### src/rtl/gemm_pkg.sv
// Shared definitions for the GEMM operand loader.
//   loader_state_e : loader FSM encoding (IDLE -> LOAD -> DONE -> IDLE)
//   size_is_legal  : a dimension is usable when non-zero and a whole number of tiles
//   tile_count     : number of tiles along a dimension
package gemm_pkg;

    typedef enum logic [1:0] {
        LD_IDLE = 2'd0,
        LD_LOAD = 2'd1,
        LD_DONE = 2'd2
    } loader_state_e;

    function automatic logic size_is_legal(input int unsigned size, input int unsigned per);
        return (size != 32'd0) && (per != 32'd0) && ((size % per) == 32'd0);
    endfunction

    function automatic int unsigned tile_count(input int unsigned size, input int unsigned per);
        return (per == 32'd0) ? 32'd0 : size / per;
    endfunction

endpackage

### src/rtl/gemm_operand_loader_if.sv
// Stream-in / SRAM-write bundle of the GEMM operand loader.
//   s_data_i/s_valid_i/s_ready_o : tile-row beat stream into the loader
//   sram_addr_o/sram_we_o/sram_wdata_o : SRAM write port driven by the loader
// Modports: slave = loader side, master = producer/SRAM side.
interface gemm_operand_loader_if #(
    parameter int unsigned BeatWidth  = 32,
    parameter int unsigned AddrWidth  = 12,
    parameter int unsigned InMemWidth = 128
);

    logic [BeatWidth-1:0]  s_data_i;
    logic                  s_valid_i;
    logic                  s_ready_o;
    logic [AddrWidth-1:0]  sram_addr_o;
    logic                  sram_we_o;
    logic [InMemWidth-1:0] sram_wdata_o;

    modport slave (
        input  s_data_i,
        input  s_valid_i,
        output s_ready_o,
        output sram_addr_o,
        output sram_we_o,
        output sram_wdata_o
    );

    modport master (
        output s_data_i,
        output s_valid_i,
        input  s_ready_o,
        input  sram_addr_o,
        input  sram_we_o,
        input  sram_wdata_o
    );

endinterface

### src/rtl/gemm_operand_loader.sv
// GEMM operand loader: accepts tile-row beats (order rt, kt, r_in) and packs
// NumPE beats into one SRAM word per tile, writing tile w = rt*Kt + kt to
// base_addr + w (wrapping modulo 2^AddrWidth).
// Ports:
//   clk_i, rst_ni          : clock, asynchronous active-low reset
//   start_i                : single-cycle load request (only honoured in IDLE)
//   rows_size_i, K_size_i  : matrix rows (M or N) and K dimension
//   base_addr_i            : SRAM word address of the first tile
//   bus (slave)            : beat stream in, SRAM write port out
//   busy_o, done_o, err_o  : load in progress, completion pulse, illegal-size flag
module gemm_operand_loader
    import gemm_pkg::*;
#(
    parameter int unsigned InDataWidth   = 8,
    parameter int unsigned NumPE         = 4,
    parameter int unsigned NumIp_K       = 4,
    parameter int unsigned InMemWidth    = InDataWidth * NumPE * NumIp_K,
    parameter int unsigned AddrWidth     = 12,
    parameter int unsigned SizeAddrWidth = 8
) (
    input  logic                     clk_i,
    input  logic                     rst_ni,
    input  logic                     start_i,
    input  logic [SizeAddrWidth-1:0] rows_size_i,
    input  logic [SizeAddrWidth-1:0] K_size_i,
    input  logic [AddrWidth-1:0]     base_addr_i,
    gemm_operand_loader_if.slave     bus,
    output logic                     busy_o,
    output logic                     done_o,
    output logic                     err_o
);

    localparam int unsigned BeatWidth = NumIp_K * InDataWidth;
    localparam int unsigned RinWidth  = (NumPE > 1) ? $clog2(NumPE) : 1;

    loader_state_e              state_q, state_d;
    logic [SizeAddrWidth-1:0]   rt_tiles_q, rt_tiles_d;
    logic [SizeAddrWidth-1:0]   kt_tiles_q, kt_tiles_d;
    logic [SizeAddrWidth-1:0]   rt_cnt_q, rt_cnt_d;
    logic [SizeAddrWidth-1:0]   kt_cnt_q, kt_cnt_d;
    logic [RinWidth-1:0]        rin_q, rin_d;
    logic [AddrWidth-1:0]       addr_q, addr_d;
    logic [InMemWidth-1:0]      acc_q, acc_d;
    logic                       we_q, we_d;
    logic                       beats_done_q, beats_done_d;
    logic                       err_q, err_d;

    logic s_ready;
    logic beat_fire;
    logic rin_last, kt_last, rt_last;
    logic rows_ok, k_ok;

    // Ready is purely a function of state, never of s_valid_i.
    assign s_ready   = (state_q == LD_LOAD) && !beats_done_q;
    assign beat_fire = s_ready && bus.s_valid_i;

    assign rin_last = (rin_q == RinWidth'(NumPE - 1));
    assign kt_last  = (kt_cnt_q == (kt_tiles_q - SizeAddrWidth'(1)));
    assign rt_last  = (rt_cnt_q == (rt_tiles_q - SizeAddrWidth'(1)));

    assign rows_ok = size_is_legal(32'(rows_size_i), NumPE);
    assign k_ok    = size_is_legal(32'(K_size_i), NumIp_K);

    always_comb begin
        state_d      = state_q;
        rt_tiles_d   = rt_tiles_q;
        kt_tiles_d   = kt_tiles_q;
        rt_cnt_d     = rt_cnt_q;
        kt_cnt_d     = kt_cnt_q;
        rin_d        = rin_q;
        acc_d        = acc_q;
        we_d         = 1'b0;
        beats_done_d = beats_done_q;
        err_d        = err_q;
        // The address advances after each write, so it always points at the
        // next tile's slot without a multiplier.
        addr_d       = we_q ? (addr_q + AddrWidth'(1)) : addr_q;

        unique case (state_q)
            LD_IDLE: begin
                if (start_i) begin
                    err_d        = !(rows_ok && k_ok);
                    rt_tiles_d   = SizeAddrWidth'(tile_count(32'(rows_size_i), NumPE));
                    kt_tiles_d   = SizeAddrWidth'(tile_count(32'(K_size_i), NumIp_K));
                    rt_cnt_d     = '0;
                    kt_cnt_d     = '0;
                    rin_d        = '0;
                    beats_done_d = 1'b0;
                    addr_d       = base_addr_i;
                    state_d      = (rows_ok && k_ok) ? LD_LOAD : LD_DONE;
                end
            end

            LD_LOAD: begin
                if (beat_fire) begin
                    for (int unsigned r = 0; r < NumPE; r++) begin
                        if (rin_q == RinWidth'(r)) begin
                            acc_d[r*BeatWidth +: BeatWidth] = bus.s_data_i;
                        end
                    end
                    if (rin_last) begin
                        // Word is complete: it is presented from acc_q next
                        // cycle while beat 0 of the next tile overwrites slot 0.
                        rin_d = '0;
                        we_d  = 1'b1;
                        if (kt_last) begin
                            kt_cnt_d = '0;
                            if (rt_last) begin
                                beats_done_d = 1'b1;
                            end else begin
                                rt_cnt_d = rt_cnt_q + SizeAddrWidth'(1);
                            end
                        end else begin
                            kt_cnt_d = kt_cnt_q + SizeAddrWidth'(1);
                        end
                    end else begin
                        rin_d = rin_q + RinWidth'(1);
                    end
                end
                if (we_q && beats_done_q) begin
                    state_d = LD_DONE;
                end
            end

            LD_DONE: begin
                state_d = LD_IDLE;
            end

            default: begin
                state_d = LD_IDLE;
            end
        endcase
    end

    always_ff @(posedge clk_i or negedge rst_ni) begin
        if (!rst_ni) begin
            state_q      <= LD_IDLE;
            rt_tiles_q   <= '0;
            kt_tiles_q   <= '0;
            rt_cnt_q     <= '0;
            kt_cnt_q     <= '0;
            rin_q        <= '0;
            addr_q       <= '0;
            acc_q        <= '0;
            we_q         <= 1'b0;
            beats_done_q <= 1'b0;
            err_q        <= 1'b0;
        end else begin
            state_q      <= state_d;
            rt_tiles_q   <= rt_tiles_d;
            kt_tiles_q   <= kt_tiles_d;
            rt_cnt_q     <= rt_cnt_d;
            kt_cnt_q     <= kt_cnt_d;
            rin_q        <= rin_d;
            addr_q       <= addr_d;
            acc_q        <= acc_d;
            we_q         <= we_d;
            beats_done_q <= beats_done_d;
            err_q        <= err_d;
        end
    end

    assign bus.s_ready_o    = s_ready;
    assign bus.sram_we_o    = we_q;
    assign bus.sram_addr_o  = addr_q;
    assign bus.sram_wdata_o = acc_q;

    assign busy_o = (state_q != LD_IDLE);
    assign done_o = (state_q == LD_DONE);
    assign err_o  = err_q;

endmodule

### src/flat_wrapper.sv
// flat-port wrapper written by rule: the top's interface ports become plain ports
module gemm_operand_loader_flat import gemm_pkg::*;
#(
    parameter int unsigned InDataWidth   = 8,
    parameter int unsigned NumPE         = 4,
    parameter int unsigned NumIp_K       = 4,
    parameter int unsigned InMemWidth    = InDataWidth * NumPE * NumIp_K,
    parameter int unsigned AddrWidth     = 12,
    parameter int unsigned SizeAddrWidth = 8
)
  (clk_i, rst_ni, start_i, rows_size_i, K_size_i, base_addr_i, busy_o, done_o, err_o, bus_s_data_i, bus_s_valid_i, bus_s_ready_o, bus_sram_addr_o, bus_sram_we_o, bus_sram_wdata_o);
  gemm_operand_loader_if #(.BeatWidth(32), .AddrWidth(AddrWidth), .InMemWidth(InMemWidth)) bus_i ();
  input  logic clk_i;
  input  logic rst_ni;
  input  logic start_i;
  input  logic [SizeAddrWidth-1:0] rows_size_i;
  input  logic [SizeAddrWidth-1:0] K_size_i;
  input  logic [AddrWidth-1:0] base_addr_i;
  output logic busy_o;
  output logic done_o;
  output logic err_o;
  input wire logic [$bits(bus_i.s_data_i)-1:0] bus_s_data_i;
  input wire logic [$bits(bus_i.s_valid_i)-1:0] bus_s_valid_i;
  output wire logic [$bits(bus_i.s_ready_o)-1:0] bus_s_ready_o;
  output wire logic [$bits(bus_i.sram_addr_o)-1:0] bus_sram_addr_o;
  output wire logic [$bits(bus_i.sram_we_o)-1:0] bus_sram_we_o;
  output wire logic [$bits(bus_i.sram_wdata_o)-1:0] bus_sram_wdata_o;
  assign bus_i.s_data_i = bus_s_data_i;
  assign bus_i.s_valid_i = bus_s_valid_i;
  assign bus_s_ready_o = bus_i.s_ready_o;
  assign bus_sram_addr_o = bus_i.sram_addr_o;
  assign bus_sram_we_o = bus_i.sram_we_o;
  assign bus_sram_wdata_o = bus_i.sram_wdata_o;
  gemm_operand_loader #(.InDataWidth(InDataWidth), .NumPE(NumPE), .NumIp_K(NumIp_K), .InMemWidth(InMemWidth), .AddrWidth(AddrWidth), .SizeAddrWidth(SizeAddrWidth)) u_core (.clk_i(clk_i), .rst_ni(rst_ni), .start_i(start_i), .rows_size_i(rows_size_i), .K_size_i(K_size_i), .base_addr_i(base_addr_i), .bus(bus_i), .busy_o(busy_o), .done_o(done_o), .err_o(err_o));
endmodule
### config.mk
export PLATFORM = sky130hd
export DESIGN_NAME = gemm_operand_loader_flat
export DESIGN_NICKNAME = d
export VERILOG_FILES = /design/src/rtl/gemm_pkg.sv /design/src/rtl/gemm_operand_loader_if.sv /design/src/rtl/gemm_operand_loader.sv /design/src/flat_wrapper.sv
export SDC_FILE = /design/constraint.sdc
export NUM_CORES = 1
export LEC_CHECK = 0
export CAP_MARGIN = 20
export CORE_ASPECT_RATIO = 0.7
export CORE_MARGIN = 2
export CORE_UTILIZATION = 35
export DETAILED_ROUTE_END_ITERATION = 8
export PLACE_DENSITY = 0.65
export SYNTH_ARGS = -nofsm -noshare
export SYNTH_HDL_FRONTEND = slang
export SYNTH_SLANG_ARGS = --single-unit
### constraint.sdc
create_clock -name clk_i -period 2.83 [get_ports clk_i]
set_input_delay 0.4245 -clock clk_i [delete_from_list [all_inputs] [get_ports clk_i]]
set_output_delay 0.4245 -clock clk_i [all_outputs]
set_load 0.005 [all_outputs]
==> key figures <==
CTS
  – PostCTS Resize Cnt: 0
  – Clk root buf: clkbuf_16
  – H-tree Lvls: 4
  – Clock-pin slew on the worst setup and hold paths: 0.07 ns
  – Post-CTS Setup Inserts: 0
  – Clock sinks: 175
  – Max Buffers Root-to-Sink: 2
  – Num CTS Buffers: 17
  – Clk_lat worst skew: 0.43 ns
  – CTS tree: yes

Critical path
  – Critical Path Fanout Max: 6
  – Worst-path cell chain: inv_1, ha_1, nor2b_2, a211o_1, a211oi_2, nand3_1, or4_1, a21oi_1
  – WP buf/inv: 1
  – Critical path class: register to register
  – Worst path max stage delay: 0.54 ns
  – Worst endpoint data arrival time: 2.76 ns
  – Crit-path slowest cell: or4_1
  – Worst Path Required: 3.18 ns
  – CP delay by family, top: simple AND/OR/NAND/NOR gates
  – Reg2Reg Setup Slack: 0.41 ns
  – CP Launch Type: register
  – Worst Setup End Kind: register

Floorplanning
  – Row count: 44
  – Initial Util: 0.3588
  – CORE AREA: 20,870 um^2
  – Die ar.: 22,590 um^2
  – Height of the die: 126.4 um
  – I/O pin cnt: 209
  – DIE WIDTH: 178.8 um

Synthesis
  – Syn Std Cell Area: 7486 um^2
  – Largest cells by area after synthesis: dfrtp_1 (58%), mux2_2 (18%), nand2_1 (2.9%)
  – Count of cell types in the netlist: 53
  – YS warnings: 0
  – Total nets after synthesis: 647
  – Mapped Cells: 574
  – #FFs+latches synth: 175
  – Register area share after synthesis: 0.5850
  – Top_reg_cell synth: dfrtp_1
  – Syn Area/Cell: 13.04 um^2
  – Area share of the largest cell type after synthesis: 0.5850
  – Synth async-reset ratio: 1.000
  – Yosys top cell by area: dfrtp_1
  – Number of synthesized flops with an enable pin: 0

Pwr
  – PwrDens: 645.0 nW/um^2
  – LEAKAGE: 4.831 nW
  – Peak VDD IR: 0.3739 mV
  – Tot Pwr: 6.794 mW

Layout
  – Ant diodes: 0
  – Ratio of cells with drive above 1 in the final layout: 0.2258
  – Fill cells: 1,859
  – Cell area after layout: 10,530 um^2
  – Utilization after layout: 0.5049
  – Layout overhead on the synthesized area: 40.72%
  – Fin nets: 866

Timing
  – Slew Limit Fails: 0
  – Worst-Margin Slew: 0.6024 ns
  – Fin Hold WS: 0.5003 ns
  – Fin crit period: 2.415 ns
  – Relative slew margins: 0.5984
  – RSZ-0062 raised after global routing: no
  – Final Hold Violating Endpoints: 0
  – Final setup viols: 0
  – Setup TNS: 0 ns
  – Fmax: 414.0 MHz
  – Final worst-path cycle share: 0.8535
  – Clk_skew: 0.01150 ns

GRT
  – GR Util All Layers: 0.1744
  – GR Overflow Total: 0
  – Largest net degree at the start of global routing: 65
  – Vias in the first global route: 5,475
  – Antenna violations before repair: 0
  – First-pass GRT wire length: 30.33 mm

Detailed routing
  – Detailed-route via count: 5,202
  – Post-route DRC: 0
  – Routed wire per std cell: 17.20 um
  – DR vias/cell: 4.808
  – Antenna-violating nets left: 0
  – Iter 0 DRT Violations: 282
  – Pre-Repair DR Iteration Count: 4
  – Final WL: 18.61 mm

Outcome
  – Status: finished, final reports clean

Placement
  – Port Buffer Count: 208
  – Final HPWL DP: 13.10 mm
  – Cell Area, Placed: 9926 um^2
  – RD Place Congestion: 0.7826

Min path
  – Hold/Removal Path Class: register to register

Flow run
  – MaxCap Viol Count: 0
## what timing repair did
item,CTS,global route
setup endpoints to repair,0,0
endpoints found under the hold margin,14,0
hold buffers,1,0
## final cells by class
class | instances | area, um^2 | share of cell area
Inverter | 9 | 33.78 | 0.003207
Multi-Input combinational cell | 367 | 2942 | 0.2792
Clock buffer | 23 | 498.0 | 0.04727
Timing Repair Buffer | 223 | 2236 | 0.2123
Tap cell | 276 | 345.3 | 0.03278
Clock inverter | 9 | 100.1 | 0.009502
Sequential cell | 175 | 4379 | 0.4157
## routing by layer
| metal | wire [um] | vias to the layer above | GRT usage |
|---|---|---|---|
| li1 | - | 2463 | - |
| met1 | 9041 | 2598 | 0.2500 |
| met2 | 7702 | 128 | 0.2373 |
| met3 | 1706 | 13 | 0.07884 |
| met4 | 160 | 0 | 0.04591 |
| met5 | 0 | - | 0 |
## through the flow
step | setup slack, ns | std cells
after global routing | 0.1662 | 1082
after CTS | 0.4012 | 1082
after global placement | 0.3951 | 1049
after floorplan | 0.6151 | 574
after detailed placement | 0.3522 | 1049
final | 0.4147 | 1082
## path summary, 6_finish.rpt
kind	start	depth (start not counted)	to
worst max-delay path	u_core.kt_tiles_q[0]	8	u_core.rt_cnt_q[6]
worst min-delay path	u_core.bus.sram_wdata_o[24]	1	u_core.bus.sram_wdata_o[24]
worst max register to register	u_core.kt_tiles_q[0]	8	u_core.rt_cnt_q[6]
max in group asynchronous	rst_ni	3	u_core.bus.sram_wdata_o[84]
min in group asynchronous	rst_ni	2	u_core.rt_cnt_q[6]
worst min register to register	u_core.bus.sram_wdata_o[24]	1	u_core.bus.sram_wdata_o[24]
## logic make-up after synthesis
group / after synthesis / synth area share
flops: 175 / 0.5850
compound gates: 54 / 0.04897
buf+inv: 32 / 0.02340
simple gates: 141 / 0.09377
mux: 130 / 0.1952
fa+ha+maj: 9 / 0.01504
xor+xnor: 33 / 0.03861
## flip-flops by register name (all words and copies together), names as in the netlist
| signal | count |
|---|---|
| u_core.rt_cnt_q | 8 |
| u_core.err_o | 1 |
| u_core.rt_tiles_q | 6 |
| u_core.bus.sram_we_o | 1 |
| u_core.rin_q | 2 |
| u_core.beats_done_q | 1 |
| u_core.state_q | 2 |
| u_core.bus.sram_addr_o | 12 |
| u_core.kt_cnt_q | 8 |
| u_core.bus.sram_wdata_o | 128 |
| u_core.kt_tiles_q | 6 |
## cell usage after synthesis (all sizes together) (9+ instances only)
master,count
a21oi,13
buf,15
dfrtp,175
ha,9
inv,9
mux2,128
nand2,57
nand3,9
nand4,9
nor2,28
o21ai,19
xnor2,17
xor2,16
## power breakdown
part	internal [mW]	switching, mW	leakage, nW
clock network	1.35	1.02	0.288
registers	2.82	0.244	2.35
logic	0.854	0.515	2.19
## cell usage in the layout, fill, tap and decap left out, types with 9 or more instances in the layout
master,n
mux2_2,119
o21ai_0,18
mux2_1,9
dfrtp_1,175
xor2_1,16
nand2_1,53
inv_1,9
clkbuf_16,17
buf_4,11
nand3_1,9
nor2_1,27
ha_1,9
nand4_1,9
a21oi_1,12
xnor2_1,17
clkdlybuf4s50_1,207
Note: power is estimated with default switching activity, not from simulation.
